[src/rtl/rr_stream_arbiter_pkg.sv]
// Shared types and helpers for the round-robin stream arbiter.
package arb_pkg;
   typedef enum logic {IDLE = 1'b0, XFER = 1'b1} arb_state_e;

   localparam int MODE_IDLE = 0;

   // Index width for a slave count; never narrower than one bit.
   function automatic int idx_w(input int n);
      return (n <= 1) ? 1 : $clog2(n);
   endfunction
endpackage

[src/rtl/rr_stream_arbiter_rr_pick.sv]
// Combinational round-robin picker: first request at or above i_rr_ptr, with wrap.
module rr_pick import arb_pkg::*; #(
   parameter int NUM_SLV = 4,
   localparam int IW = idx_w(NUM_SLV)
) (
   input  logic [NUM_SLV-1:0] i_req,
   input  logic [IW-1:0]      i_rr_ptr,
   output logic [IW-1:0]      o_gnt_idx,
   output logic               o_any_req
);
   logic [IW-1:0] w_idx;

   always_comb begin
      o_gnt_idx = '0;
      o_any_req = 1'b0;
      w_idx     = '0;
      for (int k = 0; k < NUM_SLV; k++) begin
         w_idx = IW'((int'(i_rr_ptr) + k) % NUM_SLV);
         if (!o_any_req && i_req[w_idx]) begin
            o_any_req = 1'b1;
            o_gnt_idx = w_idx;
         end
      end
   end
endmodule

[src/rtl/rr_stream_arbiter.sv]
// N-slave round-robin burst arbiter feeding one FIFO; registered beat outputs.
module rr_stream_arbiter import arb_pkg::*; #(
   parameter int NUM_SLV = 4,
   parameter int DW      = 32,
   parameter int PVW     = 8,
   parameter int MW      = 2,
   parameter int PKT_LEN = 16,
   localparam int IW = idx_w(NUM_SLV),
   localparam int CW = $clog2(PKT_LEN + 1)
) (
   input  logic                          clk,
   input  logic                          rst_n,
   input  logic [NUM_SLV-1:0][MW-1:0]    slv_mode,
   input  logic [NUM_SLV-1:0]            slv_data_valid,
   input  logic [NUM_SLV-1:0][DW-1:0]    slv_data,
   input  logic [NUM_SLV-1:0][PVW-1:0]   slv_proc_val,
   output logic [NUM_SLV-1:0]            slv_ready,
   input  logic                          fifo_full,
   input  logic                          mstr_cmplt,
   output logic [MW-1:0]                 slvx_mode,
   output logic                          slvx_data_valid,
   output logic [DW-1:0]                 slvx_data,
   output logic [PVW-1:0]                slvx_proc_val,
   output logic [IW-1:0]                 data_source,
   output logic                          grant_active
);
   arb_state_e      r_state;
   logic [IW-1:0]   r_gnt_idx, r_rr_ptr;
   logic [CW-1:0]   r_beat_cnt;
   logic [MW-1:0]   r_slvx_mode;
   logic            r_slvx_dv;
   logic [DW-1:0]   r_slvx_data;
   logic [PVW-1:0]  r_slvx_pv;
   logic [IW-1:0]   r_src;

   logic [NUM_SLV-1:0] w_req, w_ready;
   logic [IW-1:0]      w_pick, w_next_ptr;
   logic               w_any_req, w_acc, w_last, w_exit;

   always_comb begin
      for (int i = 0; i < NUM_SLV; i++)
         w_req[i] = (slv_mode[i] != MW'(MODE_IDLE));
   end

   rr_pick #(.NUM_SLV(NUM_SLV)) u_pick (
      .i_req     (w_req),
      .i_rr_ptr  (r_rr_ptr),
      .o_gnt_idx (w_pick),
      .o_any_req (w_any_req)
   );

   // Ready is decoded from registered grant state; back-pressure and abort gate it directly.
   always_comb begin
      w_ready = '0;
      if (r_state == XFER && !fifo_full && !mstr_cmplt)
         w_ready[r_gnt_idx] = 1'b1;
   end

   assign w_acc      = w_ready[r_gnt_idx] & slv_data_valid[r_gnt_idx];
   assign w_last     = w_acc && (r_beat_cnt == CW'(PKT_LEN - 1));
   assign w_exit     = w_last || !w_req[r_gnt_idx] || mstr_cmplt;
   assign w_next_ptr = (r_gnt_idx == IW'(NUM_SLV - 1)) ? '0 : r_gnt_idx + 1'b1;

   always_ff @(posedge clk) begin
      if (!rst_n) begin
         r_state     <= IDLE;
         r_gnt_idx   <= '0;
         r_rr_ptr    <= '0;
         r_beat_cnt  <= '0;
         r_slvx_mode <= '0;
         r_slvx_dv   <= 1'b0;
         r_slvx_data <= '0;
         r_slvx_pv   <= '0;
         r_src       <= '0;
      end else begin
         r_slvx_dv <= w_acc;
         if (w_acc) begin
            r_slvx_mode <= slv_mode[r_gnt_idx];
            r_slvx_data <= slv_data[r_gnt_idx];
            r_slvx_pv   <= slv_proc_val[r_gnt_idx];
            r_src       <= r_gnt_idx;
         end
         case (r_state)
            IDLE: begin
               if (!mstr_cmplt && w_any_req) begin
                  r_gnt_idx <= w_pick;
                  r_state   <= XFER;
               end
            end
            XFER: begin
               if (w_exit) begin
                  r_state    <= IDLE;
                  r_beat_cnt <= '0;
                  r_rr_ptr   <= w_next_ptr;
               end else if (w_acc) begin
                  r_beat_cnt <= r_beat_cnt + 1'b1;
               end
            end
            default: r_state <= IDLE;
         endcase
      end
   end

   assign slv_ready       = w_ready;
   assign slvx_mode       = r_slvx_mode;
   assign slvx_data_valid = r_slvx_dv;
   assign slvx_data       = r_slvx_data;
   assign slvx_proc_val   = r_slvx_pv;
   assign data_source     = r_src;
   assign grant_active    = (r_state == XFER);
endmodule

[config.mk]
export PLATFORM = sky130hd
export DESIGN_NAME = rr_stream_arbiter
export DESIGN_NICKNAME = d
export VERILOG_FILES = /design/src/rtl/rr_stream_arbiter_pkg.sv /design/src/rtl/rr_stream_arbiter_rr_pick.sv /design/src/rtl/rr_stream_arbiter.sv
export SDC_FILE = /design/constraint.sdc
export NUM_CORES = 1
export LEC_CHECK = 0
export CORE_MARGIN = 10
export CORE_UTILIZATION = 36
export CTS_CLUSTER_DIAMETER = 120
export CTS_CLUSTER_SIZE = 14
export DETAILED_ROUTE_END_ITERATION = 6
export GPL_TIMING_DRIVEN = 0
export PLACE_DENSITY = 0.83
export SLEW_MARGIN = 25
export SYNTH_ARGS = -nofsm -noshare
export SYNTH_HDL_FRONTEND = slang
export SYNTH_SLANG_ARGS = --single-unit
[constraint.sdc]
create_clock -name clk -period 2.8 [get_ports clk]
set_clock_uncertainty 0.2 [all_clocks]
set_input_delay 0.7 -clock clk [delete_from_list [all_inputs] [get_ports clk]]
set_output_delay 0.7 -clock clk [all_outputs]
set_load 0.005 [all_outputs]
After elaboration in Yosys (flattened, before gate mapping) --
Cells that the tools add are included.
Word-level totals: register bits after elaboration 55
Cells by class: magnitude comparators 6, multiplexer cells 37, add/sub/neg operators 5, bitwise gates (word level) 2, equal/unequal tests 2, reductions and logical operators 24
Operators with widths (count):
- $bmux 32 s2 | 1
- $mux 32 | 1
- $bmux 8 s2 | 1
- $lt 2x3->1 const B | 5
- $bmux 1 s2 | 7
- $mux 1 | 14
- $mux 2 | 6
- $mux 5 | 2
- $reduce_bool 2->1 | 5
- $logic_and 1x1->1 | 8
- $mux 8 | 1
- $logic_not 1->1 | 6
- $reduce_and 2->1 | 3
- $add 5x1->5 const B | 1
- $eq 5x4->1 const B | 1
- $add 2x1->2 const B | 2
- $add 2x2->2 const B | 2
- $bmux 2 s2 | 1
- $mux 4 | 1
- $demux 1 s2 | 1
- $eq 2x2->1 const B | 1
- $ge 2x1->1 const B | 1
- $logic_or 1x1->1 | 2
- $pmux 1 s2 | 1
- other kinds (2) | 2

Logic depth before layout (Yosys ltp) --
word-level depth 16, mapped depth 10, depth with buffers taken out 7

Cells and area by module --
A second synthesis with hierarchy kept.
Unflattened totals: cells, all modules 340, area, all modules 3384.5 µm²
By module, submodules not included:
- rr_stream_arbiter | seq. area each 1101.1 µm², area an instance 3306.9 µm², cells an instance 325, times used 1
- rr_pick | seq. area each 0.0 µm², area an instance 77.6 µm², cells an instance 15, times used 1

Least setup slack after synthesis --
No wires, ideal clock.
path type input to register, start point input port mstr_cmplt, end point register r_beat_cnt[3], path buffers 0, required time 2.514 ns, arrival time 1.980 ns, path slack 0.535 ns, stages on the path 5, cell sequence or3b_4 -> a211oi_4 -> o41ai_2 -> or3_1 -> a211oi_1
Between the ends: cells in the longest elaborated chain, start to end 11, elaborated cells between the ends (all ways) 12, classes of those cells mux: 4; bitwise: 1; reduce/logical: 7
RTL lines:
- start: declaration | line rr_stream_arbiter.sv:19 | input logic mstr_cmplt,
- $logic_not 1->1 | line rr_stream_arbiter.sv:55 | if (r_state == XFER && !fifo_full && !mstr_cmplt)
- $logic_and 1x1->1 | line rr_stream_arbiter.sv:55
- $mux 4 | line rr_stream_arbiter.sv:55
- $bmux 1 s2 | line rr_stream_arbiter.sv:59 | assign w_acc = w_ready[r_gnt_idx] & slv_data_valid[r_gnt_idx];
- $mux 1 (implied by the code) | line rr_stream_arbiter.sv:59
- $and 1x1->1 | line rr_stream_arbiter.sv:59
- $logic_and 1x1->1 | line rr_stream_arbiter.sv:60 | assign w_last = w_acc && (r_beat_cnt == CW'(PKT_LEN - 1));
- $logic_or 1x1->1 (2 in a row) | line rr_stream_arbiter.sv:61 | assign w_exit = w_last || !w_req[r_gnt_idx] || mstr_cmplt;
- $reduce_bool 2->1 (no line)
- $reduce_and 2->1 (no line)
- end signal: assignment | line rr_stream_arbiter.sv:96 | r_beat_cnt <= r_beat_cnt + 1'b1;
- end: declaration | line rr_stream_arbiter.sv:29 | logic [CW-1:0] r_beat_cnt;
Parallel ways exist; a longest one is shown, timed or not. The select of a mux whose other input is x is not followed. A chain may end at the register's enable or synchronous reset.

Worst setup path after layout --
start point register r_gnt_idx[1], end point output port slv_ready[1]
Between the ends: cells in the longest elaborated chain, start to end 5, elaborated cells between the ends (all ways) 6, classes of those cells order compare: 2; mux: 3; reduce/logical: 1
RTL lines:
- start: declaration | line rr_stream_arbiter.sv:28 | logic [IW-1:0] r_gnt_idx, r_rr_ptr;
- start signal: assignment | line rr_stream_arbiter.sv:86 | r_gnt_idx <= w_pick;
- $lt 2x3->1 (implied by the code) / $ge 2x1->1 (equally long branches) | line rr_stream_arbiter.sv:56 | w_ready[r_gnt_idx] = 1'b1;
- $logic_and 1x1->1 (implied by the code) | line rr_stream_arbiter.sv:56
- $mux 1 (implied by the code) | line rr_stream_arbiter.sv:56
- $demux 1 s2 * | line rr_stream_arbiter.sv:56
- $mux 4 * | line rr_stream_arbiter.sv:55
- end: declaration | line rr_stream_arbiter.sv:17 | output logic [NUM_SLV-1:0] slv_ready,
Mark *: on every way between the ends. The rest lies on a longest branch, timed or not.

==> summary.md <==
Setup repair after global routing left no endpoint under its margin. The fraction of power consumed by the clock network came out at 25.0%. Source of the worst register-to-register timing path: r_gnt_idx[1]. Each instance of the synthesized netlist takes up on average 9.90 um^2. The routed wire length per instance works out to 20.4 um. H-tree depth: 2. The met2 global-route usage came out at 34.9%. The number of inserted filler cells in the final layout was 733; the part of the total power dissipated in sequential elements was 46.6%. The path class of the tightest hold or removal check is flop to flop.

The area growth from synthesis to layout is 76.5%. The logs give 0 for the total of endpoints with negative setup slack in the final report and 13600 um for the final wirelength. Combinational logic is responsible for 28.4% of the overall power. The pin count of the biggest net entering global routing was 17; the synthesis warning total was 0. In this run the clock root is driven by a sky130_fd_sc_hd__clkbuf_8. For this block, the initial DRC count from the detailed router was 147. The first global-routing pass estimated 19900 um of wire. The most congested layer reported by global routing is met2.

The run gives 33.9% as the sequential cell area fraction in the yosys report. The startpoint kind of the worst setup timing path was a flop. The area of the mapped netlist came out at 3250 um^2. TritonCTS built the clock tree.

The number of antenna cells inserted was 0; the number of nets in the synthesized netlist was 510. The power per standard cell area was 303 nW/um^2; the number of vias per cell after detailed routing was 5.17. Routability-driven placement finished with a final weighted congestion of 0.861.

The internal portion of the total power is 1.32 mW. For the achievable frequency, the log shows 370 MHz. The initial utilization of the core area, before any placement, comes to 37.0%. The total overflow left after global routing is 0. Across the run, the number of max-cap violations was 0. For the worst-skew pair, the clock arrives at the later sink with an insertion delay of 0.30 ns.

The type of the setup path with the least slack was flop to output port. The number of instances in the placed design is 660. The tools report the switching power as 0.417 mW.

Before antenna repair, the detailed router went through 4 iterations. The number of global-route vias before repair is 3648, and the required time of the critical path is 1.90 ns. The worst setup path is captured at an output port. Launch point of the worst path: r_gnt_idx[1]. Across the VDD grid, the largest voltage drop is 0.000215 V. For met3 alone, demand over resource in global routing was 4.74%. At the end of the flow the core is filled with cells to 65.4%.

For the area of the placeable core, the log shows 8760 um^2. The count of input and output buffers was 224. The worst pin sits at a relative slew slack of 49.8%.

In this run the horizontal extent of the chip is 115 um. Counting flops and latches in the post-synthesis netlist gives 55. The most common cell after layout, fill and taps aside is sky130_fd_sc_hd__clkdlybuf4s50_1.

The hold path startpoint is slvx_data[11]. The share of layout cells above drive strength 1 came out at 13.0%. The residual antenna-violating net count after detailed routing is 0. The number of buffers added by the clock tree synthesis step is 5, and the initial antenna violation count is 0. After clock tree synthesis, the clock-pin slew on the worst setup and hold paths is 0.10 ns.

CTS saw 55 sinks. Met1 routing resource usage after global routing: 21.3%. The number of different library cells used by synthesis comes to 38. For the final count of pins violating max slew, the log shows 0. For the number of hold violations in the final report, the log shows 0. The fraction of the cycle the final worst path needs was 96.5%.

Pin placement for this block handled 226 I/O pins. After the flow finishes, the layout carries non-filler instances totaling 669. The actual transition at the worst max-transition pin is 0.752 ns.

Of all nets on the critical path, the largest fanout is 10. After detailed routing, the number of remaining DRC violations is 0. The logs give 13200 um^2 for the floorplan die area and 3457 for the count of vias placed by the detailed router. The minimum clock period after layout is 2.70 ns. The estimated wirelength of the detail-placed design is 11700 um, and the net switching fraction of the power is 24.1%. The tools report the reported leakage power as 1.93 nW. The initialized floorplan defines 34 standard-cell rows.

After the last flow step, the layout net total stands at 742. The data arrival time of the critical path is 1.80 ns. The run finished with clean final reports. The height of the chip is 115 um. Global routing used 18.8% of the available tracks across all layers. In the synthesized netlist, the number of instances is 328.

No sink is reached through more buffers than the 2 on the longest clock path. In the layout the commonest cells are 219 x sky130_fd_sc_hd__clkdlybuf4s50_1, 90 x sky130_fd_sc_hd__nand2_1, 55 x sky130_fd_sc_hd__dfxtp_1, 44 x sky130_fd_sc_hd__a21oi_1, 43 x sky130_fd_sc_hd__mux4_2.
metrics by stage:
| stage | power (mW) | setup WS [ns] | area, um^2 | hold WS (ns) | TNS, ns |
|---|---|---|---|---|---|
| final | 1.73 | 0.0975 | 5730 | 0.257 | 0 |
| after floorplan | 1.01 | 0.535 | 3250 | 0.241 | 0 |
| after detailed placement | 1.32 | -0.527 | 5620 | 0.245 | -15.85 |
| after global routing | 1.80 | 0.00853 | 5730 | 0.275 | 0 |
| after CTS | 1.74 | -0.256 | 5710 | 0.258 | -0.256 |
| after global placement | 1.31 | -0.515 | 5620 | 0.242 | -13.76 |
synthesized netlist by cell type:
library cell	count	share of area, %
sky130_fd_sc_hd__a211oi_1	2	0.46
sky130_fd_sc_hd__a211oi_4	2	1.2
sky130_fd_sc_hd__a21boi_0	1	0.23
sky130_fd_sc_hd__a21boi_2	1	0.35
sky130_fd_sc_hd__a21oi_1	44	6.8
sky130_fd_sc_hd__a31oi_1	1	0.19
sky130_fd_sc_hd__and2_1	4	0.77
sky130_fd_sc_hd__and3_1	1	0.19
sky130_fd_sc_hd__buf_1	1	0.12
sky130_fd_sc_hd__buf_2	10	1.5
sky130_fd_sc_hd__clkbuf_1	14	1.6
sky130_fd_sc_hd__dfxtp_1	55	34
sky130_fd_sc_hd__ha_1	6	2.3
sky130_fd_sc_hd__inv_1	6	0.69
sky130_fd_sc_hd__inv_2	1	0.12
sky130_fd_sc_hd__mux2_2	1	0.35
sky130_fd_sc_hd__mux2i_1	3	0.93
sky130_fd_sc_hd__mux4_2	43	30
sky130_fd_sc_hd__nand2_1	90	10
sky130_fd_sc_hd__nand2b_1	1	0.19
sky130_fd_sc_hd__nand3_1	3	0.46
sky130_fd_sc_hd__nand3b_1	2	0.46
sky130_fd_sc_hd__nand4_1	1	0.19
sky130_fd_sc_hd__nor2_1	9	1.0
sky130_fd_sc_hd__nor2b_1	3	0.58
sky130_fd_sc_hd__nor3_1	1	0.15
sky130_fd_sc_hd__nor3b_1	1	0.23
sky130_fd_sc_hd__nor4_1	2	0.39
sky130_fd_sc_hd__o211ai_1	1	0.23
sky130_fd_sc_hd__o21a_1	3	0.69
sky130_fd_sc_hd__o21ai_0	4	0.62
sky130_fd_sc_hd__o21ai_1	1	0.15
sky130_fd_sc_hd__o22ai_1	2	0.39
sky130_fd_sc_hd__o32ai_1	2	0.54
sky130_fd_sc_hd__o41ai_2	1	0.50
sky130_fd_sc_hd__or2_1	1	0.19
sky130_fd_sc_hd__or3_1	3	0.58
sky130_fd_sc_hd__or3b_4	1	0.35
layout make-up:
type	count	area [um^2]	share of cell area [%]
inverter	7	26.3	0.459
clock inverter	2	12.5	0.218
timing repair buffer	225	2240	39.2
multi-input combinational	241	2030	35.4
clock buffer	6	72.6	1.27
sequential	55	1100	19.2
buffer	25	109	1.90
tap	108	135	2.36
state kept, by name, summed over array words and instances, names as in the netlist:
register         count
r_beat_cnt           5
r_rr_ptr             2
slvx_proc_val        8
slvx_mode            2
grant_active         1
data_source          2
r_gnt_idx            2
slvx_data           32
slvx_data_valid      1
routing by layer:
| layer | vias to the layer above | routed length [um] |
|---|---|---|
| li1 | 1658 | - |
| met1 | 1669 | 5180 |
| met2 | 118 | 7380 |
| met3 | 12 | 865 |
| met4 | 0 | 194 |
| met5 | - | 0 |
worst paths after layout:
kind | endpoint | slack, ns | cells past startpoint
worst max-delay path | slv_ready[1] | 0.1 | 5
worst min-delay path | slvx_data[11] | 0.26 | 2
worst max register to register | slvx_data[24] | 0.29 | 9
worst min register to register | slvx_data[11] | 0.26 | 2
power groups by stage:
stage	Combinational [mW]	Clock, mW	Sequential [mW]
6_report	0.493	0.433	0.808
5_1_grt	0.526	0.468	0.810
4_1_cts	0.494	0.439	0.807
3_5_place_dp	0.492	0	0.825
3_3_place_gp	0.482	0	0.824
2_1_floorplan	0.182	0	0.824
cells by family (layout without fill, tap and decap cells):
logic type      count (synthesis)  after routing  synth area share [%]
simple gates                  123            123                  16.2
flops                          55             55                  33.9
mux                            47             47                  31.1
buf+inv                        32            265                  4.09
compound gates                 65             65                  12.4
fa+ha+maj                       6              6                  2.31
worst max-delay path: stages (launching register included):
cell and delay [ns]:
sky130_fd_sc_hd__dfxtp_1 0.37, sky130_fd_sc_hd__buf_4 0.23, sky130_fd_sc_hd__inv_2 0.09, sky130_fd_sc_hd__ha_1 0.20, sky130_fd_sc_hd__and2_4 0.14, sky130_fd_sc_hd__clkdlybuf4s50_1 0.46
repair_timing:
action                                 CTS  global route
resized for setup                        7             7
setup endpoints to repair               39            35
gates cloned                             0             0
buffers inserted                         0             1
endpoints found under the hold margin    0             0
hold buffers                             0             0
pin swaps                                1             1
Power figures use the tool's default switching activity.
